===== src/rtl/sid_note_sequencer_if.sv =====
// sid_note_sequencer_if: host table/control port plus sid_top voice outputs.
// master = host (table writes, start/stop/loop, cfg bytes); slave = sequencer.
interface sid_note_sequencer_if #(
   parameter int AW = 4
);
   logic          wr_en;
   logic [AW-1:0] wr_addr;
   logic [35:0]   wr_data;
   logic          start;
   logic          stop;
   logic          loop;
   logic [7:0]    cfg_attack;
   logic [7:0]    cfg_sustain;
   logic [15:0]   cfg_duration;
   logic [15:0]   frequency;
   logic [7:0]    waveform;
   logic [7:0]    attack;
   logic [7:0]    sustain;
   logic [15:0]   duration;
   logic          busy;
   logic [AW-1:0] note_idx;
   logic          done;

   modport master (
      output wr_en, wr_addr, wr_data, start, stop, loop,
      output cfg_attack, cfg_sustain, cfg_duration,
      input  frequency, waveform, attack, sustain, duration,
      input  busy, note_idx, done
   );

   modport slave (
      input  wr_en, wr_addr, wr_data, start, stop, loop,
      input  cfg_attack, cfg_sustain, cfg_duration,
      output frequency, waveform, attack, sustain, duration,
      output busy, note_idx, done
   );
endinterface


===== src/rtl/sid_note_sequencer.sv =====
// sid_note_sequencer: plays a host-written note table on one sid_top voice.
// Ports: clk, rst (async, active-high), io_bus (slave: table write, start/stop/
// loop, cfg bytes in; frequency/waveform/ADSR/busy/note_idx/done out).
// Option: define SEQ_LOOP_EN to honour the loop input (wrap to entry 0).
module sid_note_sequencer #(
   parameter int TICK_DIV = 50000,
   parameter int DEPTH    = 16,
   parameter int AW       = 4
) (
   input logic                 clk,
   input logic                 rst,
   sid_note_sequencer_if.slave io_bus
);
   localparam int CW = $clog2(TICK_DIV);

   typedef enum logic [1:0] {
      S_IDLE,
      S_GATE_ON,
      S_GATE_OFF
   } state_t;

   state_t        r_state;
   logic [35:0]   r_table [DEPTH];
   logic [CW-1:0] r_cyc;
   logic [7:0]    r_tick;
   logic [7:0]    r_gate_ticks;
   logic [7:0]    r_note_ticks;
   logic [15:0]   r_freq;
   logic [3:0]    r_wave;
   logic          r_gate;
   logic [7:0]    r_attack;
   logic [7:0]    r_sustain;
   logic [15:0]   r_duration;
   logic [AW-1:0] r_idx;
   logic          r_done;

   logic [AW-1:0] w_next_idx;
   logic [AW-1:0] w_fetch_idx;
   logic [35:0]   w_fetch_ent;
   logic [7:0]    w_tick_nxt;
   logic          w_tick_end;
   logic          w_note_end;
   logic          w_gate_end;
   logic          w_launch;
   logic          w_load;
   logic          w_last;

   // Table has no reset; contents are undefined until the host writes them.
   always_ff @(posedge clk) begin
      if (io_bus.wr_en)
         r_table[io_bus.wr_addr] <= io_bus.wr_data;
   end

   always_comb begin
      w_tick_end = (r_cyc == CW'(TICK_DIV - 1));
      w_tick_nxt = r_tick + 8'd1;
      w_note_end = (r_state != S_IDLE) && w_tick_end &&
                   (w_tick_nxt == r_note_ticks);
      w_gate_end = (r_state == S_GATE_ON) && w_tick_end &&
                   (w_tick_nxt == r_gate_ticks);
      w_launch   = (r_state == S_IDLE) && io_bus.start && !io_bus.stop;
      w_load     = w_launch || w_note_end;
      w_next_idx = r_idx + AW'(1);
      if (r_state == S_IDLE) begin
         w_fetch_idx = '0;
         w_fetch_ent = r_table[0];
         w_last      = (r_table[0][35:28] == 8'd0);
      end else begin
         w_fetch_idx = w_next_idx;
         w_fetch_ent = r_table[w_next_idx];
         // End marker, or the index would wrap past the last entry.
         w_last      = (w_fetch_ent[35:28] == 8'd0) ||
                       (r_idx == AW'(DEPTH - 1));
`ifdef SEQ_LOOP_EN
         if (w_last && io_bus.loop) begin
            w_fetch_idx = '0;
            w_fetch_ent = r_table[0];
            w_last      = (r_table[0][35:28] == 8'd0);
         end
`endif
      end
   end

`ifndef SEQ_LOOP_EN
   logic w_loop_unused;
   assign w_loop_unused = io_bus.loop;
`endif

   always_ff @(posedge clk or posedge rst) begin
      if (rst) begin
         r_state      <= S_IDLE;
         r_cyc        <= '0;
         r_tick       <= '0;
         r_gate_ticks <= '0;
         r_note_ticks <= '0;
         r_freq       <= '0;
         r_wave       <= '0;
         r_gate       <= 1'b0;
         r_attack     <= '0;
         r_sustain    <= '0;
         r_duration   <= '0;
         r_idx        <= '0;
         r_done       <= 1'b0;
      end else begin
         r_done <= 1'b0;
         if (io_bus.stop) begin
            r_state <= S_IDLE;
            r_gate  <= 1'b0;
         end else if (w_load) begin
            if (w_launch) begin
               r_attack   <= io_bus.cfg_attack;
               r_sustain  <= io_bus.cfg_sustain;
               r_duration <= io_bus.cfg_duration;
            end
            if (w_last) begin
               // Frequency and wave nibble deliberately hold.
               r_state <= S_IDLE;
               r_gate  <= 1'b0;
               r_done  <= 1'b1;
            end else begin
               r_freq       <= w_fetch_ent[15:0];
               r_wave       <= w_fetch_ent[19:16];
               r_gate_ticks <= w_fetch_ent[27:20];
               r_note_ticks <= w_fetch_ent[35:28];
               r_gate       <= (w_fetch_ent[27:20] != 8'd0);
               r_cyc        <= '0;
               r_tick       <= '0;
               r_idx        <= w_fetch_idx;
               r_state      <= (w_fetch_ent[27:20] != 8'd0) ?
                               S_GATE_ON : S_GATE_OFF;
            end
         end else if (r_state != S_IDLE) begin
            if (w_tick_end) begin
               r_cyc  <= '0;
               r_tick <= w_tick_nxt;
            end else begin
               r_cyc <= r_cyc + CW'(1);
            end
            if (w_gate_end) begin
               r_gate  <= 1'b0;
               r_state <= S_GATE_OFF;
            end
         end
      end
   end

   assign io_bus.frequency = r_freq;
   assign io_bus.waveform  = {r_wave, 3'b000, r_gate};
   assign io_bus.attack    = r_attack;
   assign io_bus.sustain   = r_sustain;
   assign io_bus.duration  = r_duration;
   assign io_bus.busy      = (r_state != S_IDLE);
   assign io_bus.note_idx  = r_idx;
   assign io_bus.done      = r_done;
endmodule


===== src/flat_wrapper.sv =====
// flat-port wrapper written by rule: the top's interface ports become plain ports
module sid_note_sequencer_flat 
#(
   parameter int TICK_DIV = 50000,
   parameter int DEPTH    = 16,
   parameter int AW       = 4
)
  (clk, rst, io_bus_wr_en, io_bus_wr_addr, io_bus_wr_data, io_bus_start, io_bus_stop, io_bus_loop, io_bus_cfg_attack, io_bus_cfg_sustain, io_bus_cfg_duration, io_bus_frequency, io_bus_waveform, io_bus_attack, io_bus_sustain, io_bus_duration, io_bus_busy, io_bus_note_idx, io_bus_done);
  sid_note_sequencer_if #(.AW(AW)) io_bus_i ();
  input logic clk;
  input logic rst;
  input wire logic [$bits(io_bus_i.wr_en)-1:0] io_bus_wr_en;
  input wire logic [$bits(io_bus_i.wr_addr)-1:0] io_bus_wr_addr;
  input wire logic [$bits(io_bus_i.wr_data)-1:0] io_bus_wr_data;
  input wire logic [$bits(io_bus_i.start)-1:0] io_bus_start;
  input wire logic [$bits(io_bus_i.stop)-1:0] io_bus_stop;
  input wire logic [$bits(io_bus_i.loop)-1:0] io_bus_loop;
  input wire logic [$bits(io_bus_i.cfg_attack)-1:0] io_bus_cfg_attack;
  input wire logic [$bits(io_bus_i.cfg_sustain)-1:0] io_bus_cfg_sustain;
  input wire logic [$bits(io_bus_i.cfg_duration)-1:0] io_bus_cfg_duration;
  output wire logic [$bits(io_bus_i.frequency)-1:0] io_bus_frequency;
  output wire logic [$bits(io_bus_i.waveform)-1:0] io_bus_waveform;
  output wire logic [$bits(io_bus_i.attack)-1:0] io_bus_attack;
  output wire logic [$bits(io_bus_i.sustain)-1:0] io_bus_sustain;
  output wire logic [$bits(io_bus_i.duration)-1:0] io_bus_duration;
  output wire logic [$bits(io_bus_i.busy)-1:0] io_bus_busy;
  output wire logic [$bits(io_bus_i.note_idx)-1:0] io_bus_note_idx;
  output wire logic [$bits(io_bus_i.done)-1:0] io_bus_done;
  assign io_bus_i.wr_en = io_bus_wr_en;
  assign io_bus_i.wr_addr = io_bus_wr_addr;
  assign io_bus_i.wr_data = io_bus_wr_data;
  assign io_bus_i.start = io_bus_start;
  assign io_bus_i.stop = io_bus_stop;
  assign io_bus_i.loop = io_bus_loop;
  assign io_bus_i.cfg_attack = io_bus_cfg_attack;
  assign io_bus_i.cfg_sustain = io_bus_cfg_sustain;
  assign io_bus_i.cfg_duration = io_bus_cfg_duration;
  assign io_bus_frequency = io_bus_i.frequency;
  assign io_bus_waveform = io_bus_i.waveform;
  assign io_bus_attack = io_bus_i.attack;
  assign io_bus_sustain = io_bus_i.sustain;
  assign io_bus_duration = io_bus_i.duration;
  assign io_bus_busy = io_bus_i.busy;
  assign io_bus_note_idx = io_bus_i.note_idx;
  assign io_bus_done = io_bus_i.done;
  sid_note_sequencer #(.TICK_DIV(TICK_DIV), .DEPTH(DEPTH), .AW(AW)) u_core (.clk(clk), .rst(rst), .io_bus(io_bus_i));
endmodule

===== config.mk =====
export PLATFORM = sky130hd
export DESIGN_NAME = sid_note_sequencer_flat
export DESIGN_NICKNAME = d
export VERILOG_FILES = /design/src/rtl/sid_note_sequencer_if.sv /design/src/rtl/sid_note_sequencer.sv /design/src/flat_wrapper.sv
export SDC_FILE = /design/constraint.sdc
export NUM_CORES = 1
export LEC_CHECK = 0
export BUFFER_PORTS_ARGS = -buffer_cell sky130_fd_sc_hd__buf_2
export CAP_MARGIN = 20
export CORE_ASPECT_RATIO = 1.75
export CORE_MARGIN = 2
export CORE_UTILIZATION = 25
export CTS_CLUSTER_DIAMETER = 200
export CTS_CLUSTER_SIZE = 30
export DETAILED_ROUTE_END_ITERATION = 10
export MAX_ROUTING_LAYER = met4
export RECOVER_POWER = 25
export SLEW_MARGIN = 20
export SYNTH_ARGS = -nofsm -noshare
export SYNTH_HDL_FRONTEND = slang
export SYNTH_SLANG_ARGS = --single-unit

===== constraint.sdc =====
create_clock -name clk -period 4.2 [get_ports clk]
set_input_delay 0.21 -clock clk [delete_from_list [all_inputs] [get_ports clk]]
set_output_delay 0.21 -clock clk [all_outputs]
set_load 0.02 [all_outputs]

==> results of run 1 <==
==> how the worst min path moves through the flow <==
stage,from,endpoint,slack (ns),depth (start not counted)
6_report,io_bus_start,u_core.r_cyc[9],0.13,5
5_1_grt,io_bus_start,u_core.r_cyc[9],0.18,5
4_1_cts,io_bus_start,u_core.r_cyc[9],0.12,5
3_5_place_dp,io_bus_cfg_duration[5],u_core.io_bus.duration[5],0.45,2
3_3_place_gp,rst,u_core.io_bus.attack[2],0.45,2
2_1_floorplan,io_bus_stop,u_core.io_bus.done,0.28,1
==> worst register-to-register path: cells and delay by family (launching register included) <==
kind,cells,cell delay [ns]
and+or+nand+nor,3,0.40
buffers and inverters,2,1.04
DFF,1,0.46
AOI/OAI and AO/OA,2,0.37
muxes,3,1.09
==> stage by stage <==
step | instance area (um^2) | util [%] | hold slack, ns | std cells
after global routing | 30900 | 28.9 | 0.181 | 2992
final | 30900 | 28.9 | 0.134 | 2993
after CTS | 31000 | 28.9 | 0.116 | 2989
after floorplan | 27000 | - | 0.282 | 1406
after global placement | 29500 | 27.5 | 0.450 | 2871
after detailed placement | 29500 | 27.5 | 0.450 | 2871
==> metal layers <==
| metal | track usage (%) | vias up |
|---|---|---|
| met5 | - | - |
| met4 | 2.36 | 0 |
| met3 | 1.24 | 54 |
| met2 | 20.8 | 381 |
| met1 | 13.7 | 7255 |
| li1 | - | 6039 |
==> layout make-up <==
type | instances | area share, %
Sequential cell | 675 | 63.9
Multi-Input combinational cell | 647 | 22.4
Tap cell | 1368 | 5.53
Timing Repair Buffer | 244 | 5.50
Clock buffer | 47 | 2.43
Inverter | 7 | 0.0930
Clock inverter | 1 | 0.0526
Antenna cell | 4 | 0.0324
==> cell usage after synthesis (3+ instances only) <==
cell type    n
a21o_1       3
a21oi_1     19
a22o_1       7
a31oi_1     10
a32oi_1      8
and3_1      16
buf_1        6
buf_2       23
buf_4       16
buf_6        4
clkbuf_1    28
dfrtp_1     99
edfxtp_1   576
ha_1         3
inv_1        6
mux2_2      34
mux2i_1     79
mux4_1       7
mux4_2     145
nand2_1     87
nand2b_1     4
nand3_1     25
nand3b_1     5
nand4_1      7
nor2_1      33
nor3_1      18
nor4_1       3
o21ai_0     27
o21ai_1     41
o2bb2ai_1    5
o31ai_1      4
or3_1        4
xnor2_1     14
xor2_1       9
==> sequential cells by signal, summed over array words and instances (netlist names) <==
| register | cells |
|---|---|
| u_core.io_bus.frequency | 16 |
| u_core.r_table | 576 |
| u_core.io_bus.duration | 16 |
| u_core.io_bus.note_idx | 4 |
| u_core.r_cyc | 16 |
| u_core.r_note_ticks | 8 |
| u_core.r_state | 2 |
| u_core.io_bus.attack | 8 |
| u_core.r_gate_ticks | 8 |
| u_core.io_bus.done | 1 |
| u_core.r_wave | 4 |
| u_core.r_tick | 8 |
| u_core.io_bus.sustain | 8 |
==> power groups by stage <==
stage / Sequential [mW] / Clock [mW] / Combinational, mW
6_report: 7.71 / 3.21 / 1.86
4_1_cts: 7.71 / 3.32 / 1.92
3_3_place_gp: 7.84 / 0 / 1.83
2_1_floorplan: 7.97 / 0 / 1.15
5_1_grt: 7.75 / 3.53 / 2.04
3_5_place_dp: 7.86 / 0 / 1.86
==> logic make-up after synthesis <==
family                   synth area share [%]
adder cells (fa/ha/maj)                 0.139
flip-flops                               73.2
AO/OA/AOI/OAI                            3.17
multiplexers                             17.1
AND/OR/NAND/NOR                          3.88
other                                  0.0139
buffers and inverters                    1.61
XOR/XNOR                                0.848
==> cell usage in the layout, fill, tap and decap left out, drive strengths merged, types with 4 or more instances in the layout <==
| cell | instances |
|---|---|
| xor2 | 10 |
| clkbuf | 71 |
| a31oi | 10 |
| nand2 | 88 |
| mux4 | 152 |
| o2bb2ai | 5 |
| inv | 8 |
| mux2i | 79 |
| nor4 | 4 |
| a21oi | 19 |
| a22o | 7 |
| dlygate4sd3 | 70 |
| nor2 | 34 |
| edfxtp | 576 |
| nand3 | 25 |
| nand2b | 4 |
| xnor2 | 14 |
| o21ai | 68 |
| nor3 | 18 |
| o31ai | 5 |
| dfrtp | 99 |
| buf | 150 |
| and3 | 16 |
| a32oi | 8 |
| diode | 4 |
| mux2 | 34 |
| nand4 | 7 |
| or3 | 4 |
| nand3b | 5 |
==> repair_timing <==
item / in CTS / in global routing
hold endpoints to repair: 670 / 0
hold buffers: 70 / 0
setup endpoints to repair: 0 / 0
==> run metrics, run 1 <==
GRT Util Overall=11.5%; RR Endpoint=u_core.r_tick[0]; sequential share of power=60.3%; switching portion of total power=24.5%; Synth area leader=edfxtp_1; Net Sw Power=3.13 mW; CP delay by family, top=multiplexers; Die X=252 um; multi-input logic area=between 6000 and 7000 um^2; top_reg_cell synth=edfxtp_1; FF-to-FF setup slack=0.74 ns; Hold WC Path Type=in2reg; Max Clock Skew=0.0250 ns; Yosys top cell area share=64.0%; vias in the first global route=roughly 15000; Fin Setup TNS=0 ns; Core ar.=between 100000 and 150000 um^2; first-pass GRT wire length=93300 um; count of different cell masters after synthesis=57; I/O pin count=140; Die ar.=roughly 110000 um^2; FMAX=289 MHz; WL final=62900 um; met3 wire len=2860 um; Critical-path top delay cell=buf_12; Routed Antenna Nets=0; fin. max-slew vios=0; clk root buf=clkbuf_16; Clk pin slew, worst setup/hold paths=0.12 ns; clock latency on the worst-skew pair=0.61 ns; Rel. slew slack=39.5%; initial antenna violation count=6; startpoint types=flop; number of remaining DRC errors=0; worst r2r src=u_core.io_bus.note_idx[0]; Die Height=439 um; HPWL Detailed=36800 um; postcts setup bufs=0; area delta synth->final=14.6%; EDFF count, synth=576; CTS H-tree depth=1; Num CTS Buffers=26; 1st-iter DRT viols=1084; gr ovfl total=0; clock group share of total power=25.1%; max incr delay on CP=0.55 ns; Critical path buffers and inverters=2; maximum vdd drop=0.293 mV; Worst Max-Slew Pin Slew=0.907 ns; register area share after synthesis=73.2%; crit-path cells=buf_12, buf_12, mux2i_1, mux4_2, nand3_1, nand2_1, o211ai_4, a2bb2o_2, nand3_1, mux2_2; largest net degree at the start of global routing=83; Max Cap Viol=0; Avg WL per Cell=21.0 um; fillers=approximately 10000; yosys warns=0; top cells by area, synth=edfxtp_1, mux4_2, dfrtp_1; Fin. Hold Viols=0; setup slack after layout=roughly 0.74 ns; status=finished clean; CP Data Required Time=4.71 ns; total number of vias=approximately 14000; crit path to=u_core.r_tick[0]; Async SR Flop Fraction=14.7%; vias per cell=roughly 4.6; Netlist Area Pre-Place=between 20000 and 30000 um^2; register bit total from synthesis=approximately 680; Routability Congestion=0.761; Rows=159; min cycle time layout=3.46 ns; Mapped Avg Cell Area=19.2 um^2; Comb power frac=between 10% and 20%; Max Used Layer=met4; period utilization=around 82%; Seq. cell area=19800 um^2; critical path arrival=approximately 4.0 ns; R2R cell count=10; post_cts resized=0; TritonCTS clock tree=done; final setup fails=0; internal power=9.66 mW; starting density of the core=25.2%; instance count of the mapped netlist=1404; drt first pass iters=5; unrepaired setup endpoints after global routing=false; met2 wire length=approximately 34000 um; PD cells=413 nW/um^2; crit path max fanout=around 80; Design Power=12.8 mW; Met1 Wirelength=approximately 25000 um; leakage power=about 9.8 nW; Crit Path Category=reg2reg; PortBufs=~140; CP Depth=10; Max clock buf depth=3; Setup Slack @ Placement=0.626 ns; share of cells above drive strength 1=24.4%; clk sink count=675; Layout Nets=approximately 1700; Worst Setup SP=u_core.io_bus.note_idx[0]; critical path capture point type=flop
Power figures use the tool's default switching activity.
==> run 2: changes to the inputs <==
- clock period: 4.2 -> 3.54 ns (I/O delays scaled with it)
==> run 2 against run 1 <==
  * Design area is 0.39% higher
  * Core utilization is 0.11 points higher
  * Clock power is 20% higher
  * Combinational power is 20% higher
  * Maximum frequency is 9.0% higher
  * Power is 19% higher
  * Final cell count is 0.10% higher
==> run metrics, run 2 (synthesis gave the netlist of run 1 again) <==
clk sink count=675 (unchanged); drt first pass iters=5 (unchanged); hold_ws=0.110 ns (was 0.134 ns); WL final=64200 um (was 62900 um); Hold WC Path Type=in2reg (unchanged); Finished Layout Cells=2996 (was 2993); commonest non-fill, non-tap cells in the layout=edfxtp_1, mux4_2, buf_2 (unchanged); hold depth=5 (unchanged); max incr delay on CP=0.51 ns (was 0.55 ns); Layout Nets=1684 (was 1682); leakage power=9.84 nW (was 9.81 nW); crit-path cells=buf_12, buf_4, mux2i_1, mux4_2, nand3_1, nand2_1, o211ai_4, a2bb2o_2, nand3_1, mux2_2 (was buf_12, buf_12, mux2i_1, mux4_2, nand3_1, nand2_1, o211ai_4, a2bb2o_2, nand3_1, mux2_2); min cycle time layout=3.17 ns (was 3.46 ns); most flop-heavy register=u_core.r_table (unchanged); crit path max fanout=52 (was 82); total number of vias=13600 (was 13700); Worst Setup SP=u_core.io_bus.note_idx[0] (unchanged); initial antenna violation count=9 (was 6); status=finished clean (unchanged); R2R cell count=10 (unchanged); unrepaired setup endpoints after global routing=false (unchanged); GRT Util Overall=11.8% (was 11.5%); Avg WL per Cell=21.4 um (was 21.0 um); Routability Congestion=0.762 (was 0.761); startpoint types=flop (unchanged); Die Height=439 um (unchanged); leading cell type in the layout, fill and taps excluded=edfxtp_1 (unchanged); HPWL Detailed=37800 um (was 36800 um); Critical path buffers and inverters=2 (unchanged); TritonCTS clock tree=done (unchanged); Routed Antenna Nets=0 (unchanged); vias in the first global route=14600 (was 14500); fin. max-slew vios=0 (unchanged); fillers=10400 (about the same); design area=31100 um^2 (was 30900 um^2); Design Power=15.2 mW (was 12.8 mW); Setup Slack @ Placement=0.326 ns (was 0.626 ns); number of flip-flops in the largest register=576 (unchanged); Die X=252 um (unchanged); clock latency on the worst-skew pair=0.63 ns (was 0.61 ns); Worst Max-Slew Pin Slew=0.906 ns (was 0.907 ns); CP delay by family, top=multiplexers (unchanged); final setup fails=0 (unchanged); postcts setup bufs=0 (unchanged); gr ovfl total=0 (unchanged); Cell Area, Placed=29600 um^2 (was 29500 um^2); Max Cap Viol=0 (unchanged); starting density of the core=25.2% (unchanged); Seq. cell area=19800 um^2 (unchanged); Num CTS Buffers=26 (unchanged); placed cell count=2873 (was 2871); first-pass GRT wire length=95000 um (was 93300 um); Fin. Hold Viols=0 (unchanged); FF-to-FF setup slack=0.37 ns (was 0.74 ns); setup slack after layout=0.368 ns (was 0.742 ns); vias per cell=4.55 (was 4.59); CP Data Required Time=4.07 ns (was 4.71 ns); area delta synth->final=15.0% (was 14.6%); period utilization=89.6% (was 82.3%); Critical-path top delay cell=mux4_2 (was buf_12); CTS H-tree depth=1 (unchanged); maximum vdd drop=0.319 mV (was 0.293 mV); Crit Path Category=reg2reg (unchanged); Max Clock Skew=0.0343 ns (was 0.0250 ns); Rows=159 (unchanged); Fin Setup TNS=0 ns (unchanged); critical path capture point type=flop (unchanged); hold path endpoint=u_core.r_cyc[9] (unchanged); I/O pin count=140 (unchanged); Worst path most repeated cell=nand3_1; share of cells above drive strength 1=24.3% (was 24.4%); Max clock buf depth=3 (unchanged); PortBufs=135 (unchanged); worst r2r src=u_core.io_bus.note_idx[0] (unchanged); Clk pin slew, worst setup/hold paths=0.12 ns (about the same); Core ar.=107000 um^2 (unchanged); Worst Hold Launch=io_bus_start (unchanged); RR Endpoint=u_core.r_tick[0] (unchanged); clk root buf=clkbuf_16 (unchanged); 1st-iter DRT viols=1411 (was 1084); PD cells=490 nW/um^2 (was 413 nW/um^2); critical path arrival=3.70 ns (was 3.97 ns); Die ar.=111000 um^2 (unchanged); Core Util, Final=29.0% (was 28.9%); largest net degree at the start of global routing=83 (unchanged); Rel. slew slack=39.4% (was 39.5%); multi-input logic area=6950 um^2 (was 6940 um^2); FMAX=315 MHz (was 289 MHz); number of remaining DRC errors=0 (unchanged)
==> run 2: worst reg2reg max path, cell delays in order (launching register included) <==
cell and delay, ns:
dfrtp_4 0.47, buf_12 0.33, buf_4 0.53, mux2i_1 0.13
mux4_2 0.51, nand3_1 0.10, nand2_1 0.12, o211ai_4 0.14
a2bb2o_2 0.23, nand3_1 0.17, mux2_2 0.33
==> run 2: worst max-delay path by stage <==
stage / depth (start not counted) / slack (ns) / to
5_1_grt: 11 / 0.12 / u_core.io_bus.note_idx[2]
4_1_cts: 8 / 0.30 / u_core.io_bus.done
6_report: 10 / 0.37 / u_core.r_tick[0]
3_5_place_dp: 8 / 0.33 / u_core.io_bus.done
3_3_place_gp: 11 / 0.31 / u_core.io_bus.note_idx[2]
2_1_floorplan: 2 / 0.20 / u_core.r_table[4][0]
==> run 2: per-layer routing <==
| layer | vias up | share of wire (%) | track usage (%) |
|---|---|---|---|
| met5 | - | 0 | - |
| met4 | 0 | 2.2 | 3.12 |
| met3 | 74 | 4.9 | 1.72 |
| met2 | 374 | 54 | 21.5 |
| met1 | 7152 | 39 | 13.4 |
| li1 | 6031 | - | - |
==> run 2: power by group <==
group	internal [mW]	total, mW	switching [mW]
Clock	1.47	3.84	2.36
Sequential	8.97	9.15	0.182
Combinational	1.03	2.24	1.21
Total	11.5	15.2	3.76
==> run 2: final cells by class <==
class,count,share of cell area (%)
sequential,675,63.7
inverter,7,0.0926
tap,1368,5.51
antenna,5,0.0403
multi-input combinational,647,22.4
timing repair buffer,246,5.84
clock buffer,47,2.42
clock inverter,1,0.0524
==> run 2: what timing repair did <==
action | CTS | global route
hold buffers | 70 | 0
gates resized for setup | 0 | 0
hold endpoints to repair | 668 | 0
==> run 3: changes to the inputs <==
- CORE_MARGIN: 2 -> unset
- MAX_ROUTING_LAYER: met4 -> unset
==> run 3 against run 2 <==
  * Count of clock-buffer cells in the layout is the same
  * Worst setup slack lost 0.20 ns
  * Highest routed layer is now met5
  * Largest power group unchanged
  * Largest cell class unchanged
  * Worst hold slack better by 0.010 ns
  * Core utilization up 0.064 points
  * Wire length grew 0.36%
  * Final cell count increased by 0.23%
  * Clock power hardly changed
==> run metrics, run 3 (synthesis gave the netlist of run 1 again) <==
Worst Max-Slew Pin Slew=0.983 ns (was 0.906 ns); fillers=10400 (about the same); crit path max fanout=18 (was 52); TritonCTS clock tree=done (unchanged); clock latency on the worst-skew pair=0.63 ns (about the same); gr ovfl total=0 (unchanged); critical path arrival=3.90 ns (was 3.70 ns); number of flip-flops in the largest register=576 (unchanged); total number of vias=13800 (was 13600); final setup fails=0 (unchanged); Fin Setup TNS=0 ns (unchanged); Clk pin slew, worst setup/hold paths=0.14 ns (was 0.12 ns); clk sink count=675 (unchanged); share of cells above drive strength 1=24.9% (was 24.3%); commonest non-fill, non-tap cells in the layout=edfxtp_1, mux4_2, buf_2 (unchanged); Max Clock Skew=0.0353 ns (was 0.0343 ns); CP Data Required Time=4.07 ns (about the same); Num CTS Buffers=26 (unchanged); 1st-iter DRT viols=1170 (was 1411); FMAX=297 MHz (was 315 MHz); PortBufs=135 (unchanged); Routed Antenna Nets=0 (unchanged); placed cell count=2885 (was 2873); max incr delay on CP=0.59 ns (was 0.51 ns); Cell Area, Placed=29700 um^2 (was 29600 um^2); Die ar.=109000 um^2 (was 111000 um^2); starting density of the core=25.2% (unchanged); PD cells=489 nW/um^2 (was 490 nW/um^2); status=finished clean (unchanged); number of remaining DRC errors=0 (unchanged); Core ar.=107000 um^2 (unchanged); Routability Congestion=0.761 (was 0.762); Layout Nets=1696 (was 1684); leakage power=9.90 nW (was 9.84 nW); area delta synth->final=15.3% (was 15.0%); GRT Util Overall=11.6% (was 11.8%); Avg WL per Cell=21.5 um (was 21.4 um); largest net degree at the start of global routing=68 (was 83); hold_ws=0.121 ns (was 0.110 ns); vias per cell=4.58 (was 4.55); Die Height=437 um (was 439 um); Die X=250 um (was 252 um); antenna cell count=0 (was 5); design area=31100 um^2 (about the same); critical path capture point type=flop (unchanged); Crit Path Category=reg2reg (unchanged); Critical-path top delay cell=mux4_1 (was mux4_2); drt first pass iters=6 (was 5); Max clock buf depth=3 (unchanged); most flop-heavy register=u_core.r_table (unchanged); Max Cap Viol=0 (unchanged); leading cell type in the layout, fill and taps excluded=edfxtp_1 (unchanged); fin. max-slew vios=0 (unchanged); crit-path cells=ha_4, xor2_4, buf_4, mux4_1, nand3_1, nand2_1, o211ai_4, o2111ai_4, buf_4, o21ai_0, o21ai_1 (was buf_12, buf_4, mux2i_1, mux4_2, nand3_1, nand2_1, o211ai_4, a2bb2o_2, nand3_1, mux2_2); unrepaired setup endpoints after global routing=false (unchanged); period utilization=95.1% (was 89.6%); Worst path most repeated cell=buf_4 (was nand3_1); Rows=159 (unchanged); first-pass GRT wire length=95100 um (was 95000 um); initial antenna violation count=5 (was 9); CTS H-tree depth=1 (unchanged); HPWL Detailed=38000 um (was 37800 um); Rel. slew slack=34.5% (was 39.4%); Fin. Hold Viols=0 (unchanged); min cycle time layout=3.37 ns (was 3.17 ns); maximum vdd drop=0.326 mV (was 0.319 mV); Hold WC Path Type=in2reg (unchanged); postcts setup bufs=0 (unchanged); WL final=64400 um (was 64200 um); I/O pin count=140 (unchanged); vias in the first global route=14600 (about the same); startpoint types=flop (unchanged); clk root buf=clkbuf_16 (unchanged); Finished Layout Cells=3003 (was 2996)
[run 3: cell count changes in the layout (fill, tap and decap cells not counted)]
cell	delta
buf_6	+1
buf_4	+12
buf_12	-1
diode_2	-5
[run 3: per-layer routing]
| layer | global-route usage (%) | part of all wire (%) |
|---|---|---|
| met4 | 2.55 | 1.7 |
| met1 | 13.5 | 39 |
| met2 | 22.4 | 55 |
| met5 | 0 | 0.020 |
| met3 | 1.45 | 4.1 |
[run 3: cell type report]
class | instances | area, um^2 | share of cell area (%)
clock inverters | 1 | 16.3 | 0.0522
flip-flops and latches | 675 | 19800 | 63.5
inverters | 7 | 28.8 | 0.0924
multi-input cells | 647 | 6950 | 22.3
repair buffers | 258 | 1900 | 6.09
clock buffers | 47 | 751 | 2.41
well taps | 1368 | 1710 | 5.50
[run 3: report_power, final]
part	switching, mW	internal (mW)	total [mW]
Clock	2.35	1.47	3.83
Sequential	0.186	8.97	9.16
Combinational	1.21	1.04	2.24
[run 3: what timing repair did]
action	4_1_cts	5_1_grt
resized for setup	0	1
hold endpoints to repair	676	0
setup endpoints to repair	0	4
hold buffers	70	0
[run 3: final timing paths]
| path | from | end | slack [ns] | cells past startpoint |
|---|---|---|---|---|
| max in group asynchronous | rst | u_core.io_bus.attack[7] | 2.36 | 4 |
| hold / removal | io_bus_start | u_core.r_cyc[9] | 0.12 | 5 |
| setup reg to reg | u_core.io_bus.note_idx[0] | u_core.io_bus.note_idx[2] | 0.17 | 11 |
| setup / recovery | u_core.io_bus.note_idx[0] | u_core.io_bus.note_idx[2] | 0.17 | 11 |
| hold reg to reg | u_core.io_bus.frequency[9] | u_core.io_bus.frequency[9] | 0.49 | 2 |
| min in group asynchronous | rst | u_core.io_bus.duration[9] | 0.31 | 3 |
[run 3: per-stage QoR]
step	total power, mW	utilization [%]	setup slack [ns]
2_1_floorplan	10.8	-	0.203
4_1_cts	15.4	29.1	0.0993
6_report	15.2	29.0	0.172
3_3_place_gp	11.5	27.7	0.101
5_1_grt	15.8	29.0	0.00543
3_5_place_dp	11.6	27.7	0.156
[run 3: critical path: cells and delay by family (launching register included)]
kind,cells,cell delay (ns)
muxes,1,0.59
xor gates and xnor gates,1,0.43
adders and majority gates,1,0.21
AOI/OAI and AO/OA,4,0.67
and+or+nand+nor,2,0.20
buffers and inverters,2,0.61
DFF,1,0.53
